===== config.mk =====
export PLATFORM = sky130hd
export DESIGN_NAME = dmem_arbiter
export DESIGN_NICKNAME = d
export VERILOG_FILES = /design/src/rtl/rv_mem_pkg.sv /design/src/rtl/dmem_arbiter.sv
export SDC_FILE = /design/constraint.sdc
export NUM_CORES = 1
export LEC_CHECK = 0
export CAP_MARGIN = 20
export CORE_AREA = 2 2 121 123
export CTS_BUF_LIST = sky130_fd_sc_hd__clkbuf_16
export DETAILED_ROUTE_END_ITERATION = 12
export DIE_AREA = 0 0 123 125
export HOLD_SLACK_MARGIN = 0.05
export SETUP_SLACK_MARGIN = 0.3
export SYNTH_ARGS = -nofsm -noshare
export SYNTH_HDL_FRONTEND = slang
export SYNTH_SLANG_ARGS = --single-unit
export TNS_END_PERCENT = 50

===== constraint.sdc =====
create_clock -name clk -period 1.76 [get_ports clk]
set_input_delay 0.352 -clock clk [delete_from_list [all_inputs] [get_ports clk]]
set_output_delay 0.352 -clock clk [all_outputs]
set_load 0.01 [all_outputs]

===== src/rtl/rv_mem_pkg.sv =====
`default_nettype none
// ============================================================================
// Module      : rv_mem_pkg
// Description : Shared types and default widths for the data-memory path.
//               Arbiter FSM states, read-return owner encoding and default
//               address/data/starvation parameters.
// Revision    : 1.0 - initial release
// ============================================================================
package rv_mem_pkg;

    localparam int C_ADDR_W   = 32;
    localparam int C_DATA_W   = 32;
    localparam int C_MAX_WAIT = 4;

    typedef enum logic [0:0] {
        ARB     = 1'b0,
        LOCKED1 = 1'b1
    } arb_state_t;

    typedef enum logic [1:0] {
        OWN_NONE = 2'd0,
        OWN_P0   = 2'd1,
        OWN_P1   = 2'd2
    } owner_t;

endpackage
`default_nettype wire


===== src/rtl/dmem_arbiter.sv =====
`default_nettype none
// ============================================================================
// Module      : dmem_arbiter
// Description : Two-port arbiter in front of a single-port synchronous data
//               memory. Port 0 (core) has fixed priority, port 1 (loader)
//               wins after MAX_WAIT stalled cycles and may lock the memory
//               for an exclusive burst. Read data returns one cycle after
//               acceptance and is routed only to the port that issued it.
// Ports       : clk, reset (sync, active-low)
//               p0_* / p1_* : requester ports (valid/we/addr/wdata/wmask in,
//                             ready/rvalid/rdata out), p0_stall, p1_lock
//               mem_*       : memory strobe, write enable, address, data,
//                             byte mask out; mem_rdata in
// Revision    : 1.0 - initial release
// ============================================================================
module dmem_arbiter
    import rv_mem_pkg::*;
#(
    parameter int ADDR_W   = C_ADDR_W,
    parameter int DATA_W   = C_DATA_W,
    parameter int MAX_WAIT = C_MAX_WAIT
) (
    input  logic                clk,
    input  logic                reset,

    input  logic                p0_valid,
    input  logic                p0_we,
    input  logic [ADDR_W-1:0]   p0_addr,
    input  logic [DATA_W-1:0]   p0_wdata,
    input  logic [DATA_W/8-1:0] p0_wmask,
    output logic                p0_ready,
    output logic                p0_rvalid,
    output logic [DATA_W-1:0]   p0_rdata,
    output logic                p0_stall,

    input  logic                p1_valid,
    input  logic                p1_we,
    input  logic [ADDR_W-1:0]   p1_addr,
    input  logic [DATA_W-1:0]   p1_wdata,
    input  logic [DATA_W/8-1:0] p1_wmask,
    input  logic                p1_lock,
    output logic                p1_ready,
    output logic                p1_rvalid,
    output logic [DATA_W-1:0]   p1_rdata,

    output logic                mem_en,
    output logic                mem_we,
    output logic [ADDR_W-1:0]   mem_addr,
    output logic [DATA_W-1:0]   mem_wdata,
    output logic [DATA_W/8-1:0] mem_wmask,
    input  logic [DATA_W-1:0]   mem_rdata
);

    localparam int               CNT_W      = $clog2(MAX_WAIT + 1);
    localparam logic [CNT_W-1:0] C_WAIT_MAX = CNT_W'(MAX_WAIT);

    arb_state_t       r_state;
    arb_state_t       w_state_nxt;
    logic [CNT_W-1:0] r_wait_cnt;
    owner_t           r_rd_owner;
    owner_t           w_rd_owner_nxt;
    logic             w_grant0;
    logic             w_grant1;

    // ------------------------------------------------------------------
    // Grant and next-state logic. Grants are forced low while reset is
    // asserted so nothing reaches the memory during reset.
    // ------------------------------------------------------------------
    always_comb begin
        w_grant0    = 1'b0;
        w_grant1    = 1'b0;
        w_state_nxt = r_state;
        if (reset) begin
            case (r_state)
                ARB: begin
                    w_grant1 = p1_valid & (~p0_valid | (r_wait_cnt == C_WAIT_MAX));
                    w_grant0 = p0_valid & ~w_grant1;
                    if (w_grant1 && p1_lock) begin
                        w_state_nxt = LOCKED1;
                    end
                end
                LOCKED1: begin
                    // Port 0 stays blocked during the release cycle too.
                    w_grant1 = p1_valid;
                    if (!p1_lock) begin
                        w_state_nxt = ARB;
                    end
                end
                default: w_state_nxt = ARB;
            endcase
        end
    end

    always_ff @(posedge clk) begin
        if (!reset) begin
            r_state <= ARB;
        end else begin
            r_state <= w_state_nxt;
        end
    end

    // ------------------------------------------------------------------
    // Starvation counter: counts consecutive stalled port-1 cycles and
    // saturates, so port 1 wins exactly once when it reaches MAX_WAIT.
    // ------------------------------------------------------------------
    always_ff @(posedge clk) begin
        if (!reset) begin
            r_wait_cnt <= '0;
        end else if (p1_valid && !w_grant1) begin
            if (r_wait_cnt != C_WAIT_MAX) begin
                r_wait_cnt <= r_wait_cnt + CNT_W'(1);
            end
        end else begin
            r_wait_cnt <= '0;
        end
    end

    // ------------------------------------------------------------------
    // Read-return ownership: remembers which port issued the read that the
    // memory answers in the next cycle.
    // ------------------------------------------------------------------
    always_comb begin
        w_rd_owner_nxt = OWN_NONE;
        if (w_grant0 && !p0_we) begin
            w_rd_owner_nxt = OWN_P0;
        end else if (w_grant1 && !p1_we) begin
            w_rd_owner_nxt = OWN_P1;
        end
    end

    always_ff @(posedge clk) begin
        if (!reset) begin
            r_rd_owner <= OWN_NONE;
        end else begin
            r_rd_owner <= w_rd_owner_nxt;
        end
    end

    // ------------------------------------------------------------------
    // Memory-side mux; all fields are zero when no port is granted.
    // ------------------------------------------------------------------
    always_comb begin
        mem_en    = 1'b0;
        mem_we    = 1'b0;
        mem_addr  = '0;
        mem_wdata = '0;
        mem_wmask = '0;
        if (w_grant0) begin
            mem_en    = 1'b1;
            mem_we    = p0_we;
            mem_addr  = p0_addr;
            mem_wdata = p0_wdata;
            mem_wmask = p0_wmask;
        end else if (w_grant1) begin
            mem_en    = 1'b1;
            mem_we    = p1_we;
            mem_addr  = p1_addr;
            mem_wdata = p1_wdata;
            mem_wmask = p1_wmask;
        end
    end

    assign p0_ready = w_grant0;
    assign p1_ready = w_grant1;
    assign p0_stall = p0_valid & ~w_grant0;

    // Gating with reset suppresses the return of a read accepted just
    // before reset asserts.
    assign p0_rvalid = reset & (r_rd_owner == OWN_P0);
    assign p1_rvalid = reset & (r_rd_owner == OWN_P1);
    assign p0_rdata  = p0_rvalid ? mem_rdata : '0;
    assign p1_rdata  = p1_rvalid ? mem_rdata : '0;

endmodule
`default_nettype wire


# Yosys cells after proc, flatten, opt, wreduce, memory -nomap -nowiden
# Index checks and enable logic that the tools add are counted.
# op_classes
addsub,1
eq_ne,4
n_mux,21
bitwise_logic,11
n_reduce_logical,9
# ops
cell,count
32-bit 2-to-1 mux,6
1-bit 2-to-1 mux,10
4-bit 2-to-1 mux,2
1-bit AND,5
1-bit inverter,5
1-bit logical AND,4
1-bit case mux with 2 select lines,2
"3-bit by 1-bit adder with 3-bit output, second input constant",1
"3-bit == test, second input constant",1
1-bit zero test,3
"3-bit inequality test, second input constant",1
"2-bit by 1-bit == test with 1-bit output, second input constant",1
"2-bit == test, second input constant",1
2-bit 2-to-1 mux,1
2-bit AND reduction,1
2-bit OR reduction,1
1-bit bitwise OR,1
# totals
regBits,6
output_inout_bits,139
elab_cells,50

# Longest topological paths before layout
# Gate-level depths: netlist of run 1.
# logic_depth
depth_word,9
depth_mapped,7
ltp_nobuf,5

# Worst setup path before layout of run 1
# No wires, ideal clock.
# synth_timing
path_type,flip-flop to output port
from,register r_wait_cnt[0]
to,output mem_addr[11]
arrival_ps,1284
t_required_ps,1408
path_slack_ps,124
stages_incl_launch_ff,8
path_buffers,2
cell_sequence,dfxtp_1 -> inv_1 -> ha_1 -> nand3_1 -> and3_4 -> buf_8 -> buf_8 -> a22o_1
# synth_via
elab_chain_cells,8
word_cells_on_any_way,11
cone_classes,1 x eq/ne; 6 x mux; 4 x bitwise
# synth_rtl
element,line,text
start: declaration,dmem_arbiter.sv:59,logic [CNT_W-1:0] r_wait_cnt;
start signal: assignment,dmem_arbiter.sv:111,r_wait_cnt <= r_wait_cnt + CNT_W'(1);
3-bit == test,dmem_arbiter.sv:76,w_grant1 = p1_valid & (~p0_valid | (r_wait_cnt == C_WAIT_MAX));
1-bit bitwise OR,dmem_arbiter.sv:76,
1-bit AND,dmem_arbiter.sv:76,
1-bit inverter,dmem_arbiter.sv:77,w_grant0 = p0_valid & ~w_grant1;
1-bit AND,dmem_arbiter.sv:77,
1-bit 2-to-1 mux,dmem_arbiter.sv:74,case (r_state)
1-bit 2-to-1 mux,dmem_arbiter.sv:73,if (reset) begin
net p0_ready,dmem_arbiter.sv:31,"output logic p0_ready,"
32-bit 2-to-1 mux,dmem_arbiter.sv:148,if (w_grant0) begin
end: declaration,dmem_arbiter.sv:48,"output logic [ADDR_W-1:0] mem_addr,"
# The timed path passes the listed nets, and every way through them passes these cells.

# Worst setup path in the final report of run 1
# layout_timing
from,register r_wait_cnt[1]
to,output mem_addr[0]
# layout_via
elab_chain_cells,8
word_cells_on_any_way,11
cone_classes,1 x eq/ne; 6 x mux; 4 x bitwise
# layout_rtl
element,line
3-bit == test *,dmem_arbiter.sv:76
1-bit bitwise OR *,dmem_arbiter.sv:76
1-bit AND *,dmem_arbiter.sv:76
1-bit inverter,dmem_arbiter.sv:77
1-bit AND,dmem_arbiter.sv:77
1-bit 2-to-1 mux,dmem_arbiter.sv:74
1-bit 2-to-1 mux,dmem_arbiter.sv:73
32-bit 2-to-1 mux *,dmem_arbiter.sv:148
# Every way passes the cells marked *; elsewhere a longest branch is shown, timed or not.

==> results of run 1 <==
[kinds of logic (layout without fill, tap and decap cells)]
family / count (synthesis) / in the layout / synth area share
simple gates: 83 / 83 / 0.3382
compound gates: 72 / 72 / 0.4134
buf+inv: 24 / 372 / 0.1536
flops: 6 / 6 / 0.07843
fa+ha+maj: 2 / 2 / 0.01634
[critical path, delay by kind of cell (launching register included)]
family                   cells  cell delay, ns
buffers and inverters        5            0.58
flip-flops                   1            0.31
AND/OR/NAND/NOR              2            0.27
AO/OA/AOI/OAI                1            0.23
adder cells (fa/ha/maj)      1            0.15
[synthesized netlist by cell type]
library cell | instances | area (um2)
buf_2 | 2 | 10.01
nor2b_1 | 1 | 6.260
buf_8 | 8 | 120.1
nand3_1 | 1 | 5.000
a22o_1 | 69 | 604.3
nand2_1 | 3 | 11.26
or2_2 | 1 | 6.260
nor2_1 | 2 | 7.510
nor3_1 | 4 | 20.02
clkbuf_1 | 4 | 15.01
o21ai_0 | 1 | 5.000
inv_1 | 3 | 11.26
and2b_1 | 1 | 7.510
a21oi_4 | 1 | 16.27
and3b_1 | 1 | 8.760
buf_6 | 7 | 78.83
nand3b_1 | 1 | 7.510
nand2_2 | 1 | 6.260
dfxtp_1 | 6 | 120.1
ha_1 | 2 | 25.02
o211ai_1 | 1 | 7.510
nor2b_4 | 1 | 13.76
and2_1 | 65 | 406.6
and3_4 | 1 | 11.26
[metal layers]
metal	track usage	part of all wire	routed length, um	vias to the layer above
met3	0.02281	0.075	932	8
met5	0	0	0	-
met2	0.2818	0.54	6744	179
li1	-	-	-	1399
met1	0.1546	0.37	4589	1380
met4	0.02473	0.015	182	0
[final cells by class]
type	instances	area share
multi-input combinational	157	0.2451
inverter	3	0.002015
timing repair buffer	366	0.6758
tap	184	0.04119
clock buffer	3	0.01343
sequential	6	0.02239
[path summary, 6_finish.rpt]
kind	startpoint	end	slack, ns	depth (start not counted)
max	r_wait_cnt[1]	mem_addr[0]	-0.36	9
min	reset	r_state	0.40	3
max reg2reg	r_wait_cnt[1]	r_rd_owner[0]	0.43	7
min reg2reg	r_state	r_state	0.60	2
[flip-flops by register name (all words and copies together), names as in the netlist]
register and count:
r_rd_owner 2, r_state 1, r_wait_cnt 3
[what timing repair did]
action,4_1_cts,5_1_grt
endpoints found under the setup margin,139,139
pin swaps,30,57
cloned,14,2
gates resized for setup,612,132
setup buffers,19,3
[power breakdown]
group	internal [mW]	switching [mW]	leakage [nW]
Clock	0.291	0.0738	0.0370
Sequential	0.141	0.00273	0.0506
Combinational	0.726	0.366	2.49
[per-stage QoR]
stage               utilization  area (um2)  setup TNS (ns)  hold slack (ns)
finish                   0.3935        5589          -21.82           0.3994
global route             0.3935        5589          -25.84           0.4120
CTS                      0.3510        4986          -23.79           0.3976
detailed placement       0.3414        4848         -103.52           0.5152
global placement         0.3414        4848         -101.15           0.4947
floorplan                     -        1546               0           0.4145
==> results.md, run 1 <==
| Item | This run |
|:---|:---|
| Type of element capturing the critical path | primary output |
| Total global-route track usage | 0.1416 |
| Maximum buffer depth of the clock tree | 2 |
| Fin nets | 714 |
| Setup Skew | 0.0009181 ns |
| Most used cells in the layout excluding fill and tap cells | clkdlybuf4s50_1 (171), buf_6 (86), a22o_1 (69) |
| Worst path cell trace | inv_2 -> ha_4 -> nand3_2 -> and3_4 -> buf_6 -> buf_6 -> buf_16 -> a22o_1 -> buf_2 |
| Worst slew margin relative to its limit | 0.8685 |
| Worst slew pin tran | 0.1968 ns |
| Seq/Total Area, Yosys | 0.07843 |
| Multi-input gate area | 1370 um2 |
| DIE HEIGHT | 125 um |
| Port bufs | 313 |
| Pin count of the biggest net entering global routing | 18 |
| Number of distinct library cells after synthesis | 24 |
| CTS tree | done |
| Critical path data required time | 1.41 ns |
| Post-synthesis area per instance | 8.190 um2 |
| Slowest stage delay, CP | 0.31 ns |
| Shortest clock period the worst path allows after layout | 2.123 ns |
| Cell count after synthesis | 187 |
| Fraction of layout cells with a size suffix above 1 | 0.5178 |
| Detailed-router iteration count before antenna repair | 4 |
| Most frequent cell on the critical path | buf_6 |
| Number of register bits inferred by synthesis | 6 |
| Final period utilization | 1.206 |
| Setup repair after global routing missed its margin | yes |
| Number of warning messages in the yosys log | 0 |
| Number of vias per cell | 4.125 |
| Worst-case vdd ir drop | 285.4 uV |
| Total Power | 1.601 mW |
| Syn_nets | 364 |
| Violated checks | setup timing |
| Path type of the worst setup path | reg -> out |
| Number of inserted filler cells in the final layout | 1406 |
| Mean routed wirelength per cell | 17.31 um |
| Classification of the worst-slack hold path | in -> reg |
| Final hold violation count | 0 |
| Number of clock buffers inserted by TritonCTS | 3 |
| First-pass GRT wire length | 16950 um |
| Timing-limited maximum frequency | 471.0 MHz |
| Total number of vias | 2966 |
| Via count of the first global-routing pass | 3022 |
| I/O pin count | 314 |
| Outcome | finished with violations |
| HPWL reported at the end of detailed placement | 8349 um |
| Arrival time reported for the critical path endpoint | 1.77 ns |
| Clock tree sinks | 6 |
| Number of maximum-capacitance violations | 0 |
| Final routed wirelength across all metal layers | 12450 um |
| Register area | 125.1 um2 |
| Placeable Area | 14200 um2 |
| Non-filler instance count after layout | 719 |
| Power density normalized to cell area | 286.4 nW/um2 |
| Row count | 44 |
| Area Growth Syn to Fin | 265.0% |
| Width of the die | 123 um |
| Residual antenna-violating net count after detailed routing | 0 |
| Post-Syn Area | 1531 um2 |
| Clock latency of the later-clocked register in the worst-skew pair | 0.23 ns |
| Biggest fanout along the worst timing path | 6 |
| Count of unresolved DRC violations after routing | 0 |
| Clock-pin slew reported for the worst setup and hold paths after clock tree synthesis | 0.03 ns |
| Endpoints failing setup | 73 |
| Minimum setup slack after placement | -0.8724 ns |
| Final Wtd Congestion | 0.8722 |
| Number of diodes | 0 |
| Placed cell count | 678 |
| Fin. max-slew vios | 0 |
| Highest-delay cell along the critical path | dfxtp_2 |
| Die ar. | 15380 um2 |
| Leading cell type in the layout, fill and taps excluded | clkdlybuf4s50_1 |
| Leftover overflow at the end of global routing | 0 |
| CP Launch Type | flop |
| Initial antenna violation count | 0 |
| Starting density of the core | 0.1078 |
| Cell chosen for the clock root | clkbuf_16 |
| Leakage power summed over all cells | 2.576 nW |
| Hold Buf Count CTS | 0 |
| Final worst setup slack | -0.3630 ns |
| Drt initial violations | 84 |
| Number of H-tree levels | 1 |
Note: power is estimated with default switching activity, not from simulation.
==> run 2: changes to the inputs <==
--- a/config.mk
+++ b/config.mk
@@ -11,6 +11,7 @@
 export DETAILED_ROUTE_END_ITERATION = 12
 export DIE_AREA = 0 0 123 125
 export HOLD_SLACK_MARGIN = 0.05
+export PLACE_DENSITY = 0.62
 export SETUP_SLACK_MARGIN = 0.3
 export SYNTH_ARGS = -nofsm -noshare
 export SYNTH_HDL_FRONTEND = slang
==> run 2 against run 1 <==
Compared with the run above:
- the run still ends with setup timing left
- non-clock buffer count grew 6
- core utilization hardly changed
- register-to-register slack is essentially flat
- clock skew up 0.00059 ns
- total power grew 0.64%
- critical endpoint is now mem_wdata[23]
==> results.md, run 2 (synthesis results as in run 1) <==
| Item | This run | vs previous |
|:---|:---|:---|
| Port bufs | 313 | unchanged |
| Worst slew pin tran | 0.2142 ns | was 0.1968 ns |
| Register-to-register path setup slack | 0.44 ns | was 0.43 ns |
| Via count of the first global-routing pass | 3151 | was 3022 |
| Power density normalized to cell area | 288.5 nW/um2 | was 286.4 nW/um2 |
| Leading cell type in the layout, fill and taps excluded | clkdlybuf4s50_1 | unchanged |
| Cell depth of the worst min-delay path | 4 | was 3 |
| Width of the die | 123 um | unchanged |
| Violated checks | setup timing | unchanged |
| Count of unresolved DRC violations after routing | 0 | unchanged |
| Register area | 125.1 um2 | unchanged |
| CP Launch Type | flop | unchanged |
| Number of clock buffers inserted by TritonCTS | 3 | unchanged |
| I/O pin count | 314 | unchanged |
| Row count | 44 | unchanged |
| Number of maximum-capacitance violations | 0 | unchanged |
| Logic pwr share | 0.683 | was 0.682 |
| Initial antenna violation count | 0 | unchanged |
| Number of buffer and inverter instances along the worst setup path | 7 | was 5 |
| Final period utilization | 1.223 | was 1.206 |
| Path type of the worst setup path | reg -> out | unchanged |
| Drt initial violations | 75 | was 84 |
| Arrival time reported for the critical path endpoint | 1.80 ns | was 1.77 ns |
| Placeable Area | 14200 um2 | unchanged |
| Reg-to-reg critical path startpoint | r_wait_cnt[1] | unchanged |
| Type of element capturing the critical path | primary output | unchanged |
| Final Wtd Congestion | 0.7880 | was 0.8722 |
| Worst min-delay path endpoint | r_state | unchanged |
| Final worst setup slack | -0.3926 ns | was -0.3630 ns |
| Proportion of power drawn by flip-flops and latches | 0.089 | was 0.090 |
| Non-filler instance count after layout | 725 | was 719 |
| Clock Power Share | 0.227 | was 0.228 |
| Clock-pin slew reported for the worst setup and hold paths after clock tree synthesis | 0.03 ns | about the same |
| Top register by number of flip-flops | r_wait_cnt | unchanged |
| Most used cells in the layout excluding fill and tap cells | clkdlybuf4s50_1 (170), buf_6 (87), buf_2 (77) | was clkdlybuf4s50_1 (171), buf_6 (86), a22o_1 (69) |
| Endpoints failing setup | 73 | unchanged |
| Fin. max-slew vios | 0 | unchanged |
| Setup Skew | 0.001504 ns | was 0.0009181 ns |
| Area Growth Syn to Fin | 264.7% | was 265.0% |
| CTS tree | done | unchanged |
| Number of vias per cell | 4.105 | was 4.125 |
| Critical path data required time | 1.41 ns | about the same |
| Number of inserted filler cells in the final layout | 1427 | was 1406 |
| R2r worst-path depth | 7 | unchanged |
| HPWL reported at the end of detailed placement | 8949 um | was 8349 um |
| Stages on the worst setup path | 11 | was 9 |
| Switching power share of the total | 0.2766 | was 0.2764 |
| Fin nets | 720 | was 714 |
| Final hold violation count | 0 | unchanged |
| Largest register FFs | 3 | unchanged |
| Outcome | finished with violations | unchanged |
| Total number of vias | 2976 | was 2966 |
| Leftover overflow at the end of global routing | 0 | unchanged |
| Setup repair after global routing missed its margin | yes | unchanged |
| Timing-limited maximum frequency | 464.5 MHz | was 471.0 MHz |
| CP delay by family, top | buffers and inverters | unchanged |
| Total global-route track usage | 0.1504 | was 0.1416 |
| Reg2Reg Capture Point | r_rd_owner[0] | unchanged |
| Final routed wirelength across all metal layers | 12470 um | was 12450 um |
| Slowest stage delay, CP | 0.32 ns | was 0.31 ns |
| Leakage power summed over all cells | 2.604 nW | was 2.576 nW |
| Most frequent cell on the critical path | buf_6 | unchanged |
| Biggest fanout along the worst timing path | 4 | was 6 |
| Number of diodes | 0 | unchanged |
| Post-layout utilization of the core | 0.3932 | was 0.3935 |
| Worst-case vdd ir drop | 240.0 uV | was 285.4 uV |
| Detailed-router iteration count before antenna repair | 4 | unchanged |
| Internal power contribution | 1.166 mW | was 1.158 mW |
| DIE HEIGHT | 125 um | unchanged |
| Maximum buffer depth of the clock tree | 2 | unchanged |
| Biggest regs | r_wait_cnt x3, r_rd_owner x2, r_state x1 | unchanged |
| Worst slew margin relative to its limit | 0.8570 | was 0.8685 |
| Clock latency of the later-clocked register in the worst-skew pair | 0.23 ns | about the same |
| Residual antenna-violating net count after detailed routing | 0 | unchanged |
| HP Start | reset | unchanged |
| Classification of the worst-slack hold path | in -> reg | unchanged |
| Starting density of the core | 0.1078 | unchanged |
| Mean routed wirelength per cell | 17.20 um | was 17.31 um |
| Multi-input gate area | 1349 um2 | was 1370 um2 |
| Fraction of layout cells with a size suffix above 1 | 0.4954 | was 0.5178 |
| Pin count of the biggest net entering global routing | 18 | unchanged |
| Total net switching power | 445.6 uW | was 442.5 uW |
| Number of H-tree levels | 1 | unchanged |
| Highest-delay cell along the critical path | dfxtp_2 | unchanged |
| Clock tree sinks | 6 | unchanged |
| Die ar. | 15380 um2 | unchanged |
| Cell chosen for the clock root | clkbuf_16 | unchanged |
| Shortest clock period the worst path allows after layout | 2.153 ns | was 2.123 ns |
| Worst path cell trace | inv_2 -> ha_4 -> nand2_4 -> a21oi_4 -> buf_6 -> buf_12 -> buf_12 -> buf_6 -> buf_6 -> a22o_1 -> buf_2 | was inv_2 -> ha_4 -> nand3_2 -> and3_4 -> buf_6 -> buf_6 -> buf_16 -> a22o_1 -> buf_2 |
| Placed cell count | 684 | was 678 |
| First-pass GRT wire length | 17750 um | was 16950 um |
-- run 2: changes by cell type in the layout (fill, tap and decap cells not counted), sizes merged --
cell | previous run | this run
buf | 187 | 198
clkbuf | 7 | 4
clkdlybuf4s50 | 171 | 170
bufbuf | 1 | 0
-- run 2: worst max-delay path by stage --
| stage | slack (ns) | startpoint | to |
|---|---|---|---|
| after floorplan | 0.20 | r_wait_cnt[1] | mem_addr[11] |
| after global placement | -0.87 | p0_valid | mem_wdata[30] |
| after detailed placement | -0.87 | p0_valid | mem_wdata[30] |
| after CTS | -0.41 | r_wait_cnt[0] | mem_addr[0] |
| after global routing | -0.46 | r_wait_cnt[0] | mem_wdata[23] |
| final | -0.39 | r_wait_cnt[1] | mem_wdata[23] |
-- run 2: area by class of cell --
| type | count | share of cell area |
|---|---|---|
| clock buffers | 3 | 0.01344 |
| inverters | 3 | 0.002016 |
| multi-input cells | 157 | 0.2415 |
| flip-flops and latches | 6 | 0.02240 |
| well taps | 184 | 0.04122 |
| repair buffers | 372 | 0.6794 |
-- run 2: routing by layer --
| metal | vias up | share of wire | GRT usage |
|---|---|---|---|
| li1 | 1409 | - | - |
| met1 | 1364 | 0.36 | 0.1624 |
| met2 | 199 | 0.55 | 0.3029 |
| met3 | 4 | 0.090 | 0.03011 |
| met4 | 0 | 0.0042 | 0.01471 |
| met5 | - | 0 | 0 |
-- run 2: worst register-to-register path, cell delays in order, from the launching register on --
cell and delay [ns]:
dfxtp_2 0.31, inv_2 0.06, ha_4 0.16, nand3_2 0.07, and3_4 0.20, buf_6 0.14
buf_6 0.12, and2b_1 0.14
-- run 2: power groups by stage --
stage               sequential (mW)  clock (mW)  combinational [mW]
floorplan                     0.145           0               0.290
global placement              0.145           0               0.983
detailed placement            0.145           0               0.988
CTS                           0.144       0.372                1.06
global route                  0.145       0.383                1.17
finish                        0.144       0.366                1.10
-- run 2: what timing repair did --
| item | in CTS | in global routing |
|---|---|---|
| cloned | 15 | 1 |
| hold endpoints to repair | 0 | 0 |
| hold buffers | 0 | 0 |
| setup buffers | 21 | 1 |
| setup endpoints to repair | 139 | 139 |
| resized for setup | 640 | 108 |
| pin swaps | 26 | 34 |
-- run 2: stage by stage --
stage	hold slack [ns]	power, mW	setup TNS [ns]	instance area (um2)	setup slack [ns]
after CTS	0.4989	1.580	-22.54	5162	-0.4103
after detailed placement	0.5102	1.133	-103.35	4918	-0.8654
after floorplan	0.4145	0.4350	0	1546	0.1955
after global placement	0.4941	1.128	-102.13	4918	-0.8745
after global routing	0.5356	1.695	-26.49	5585	-0.4645
final	0.5087	1.611	-21.56	5585	-0.3926
==> run 3: changes to the inputs <==
--- a/config.mk
+++ b/config.mk
@@ -10,6 +10,7 @@
 export CTS_BUF_LIST = sky130_fd_sc_hd__clkbuf_16
 export DETAILED_ROUTE_END_ITERATION = 12
 export DIE_AREA = 0 0 123 125
+export GPL_ROUTABILITY_DRIVEN = 0
 export HOLD_SLACK_MARGIN = 0.05
 export PLACE_DENSITY = 0.62
 export SETUP_SLACK_MARGIN = 0.3
==> results of run 3 <==
Same layout as run 2: the final DEF is identical, and so are final timing and power.
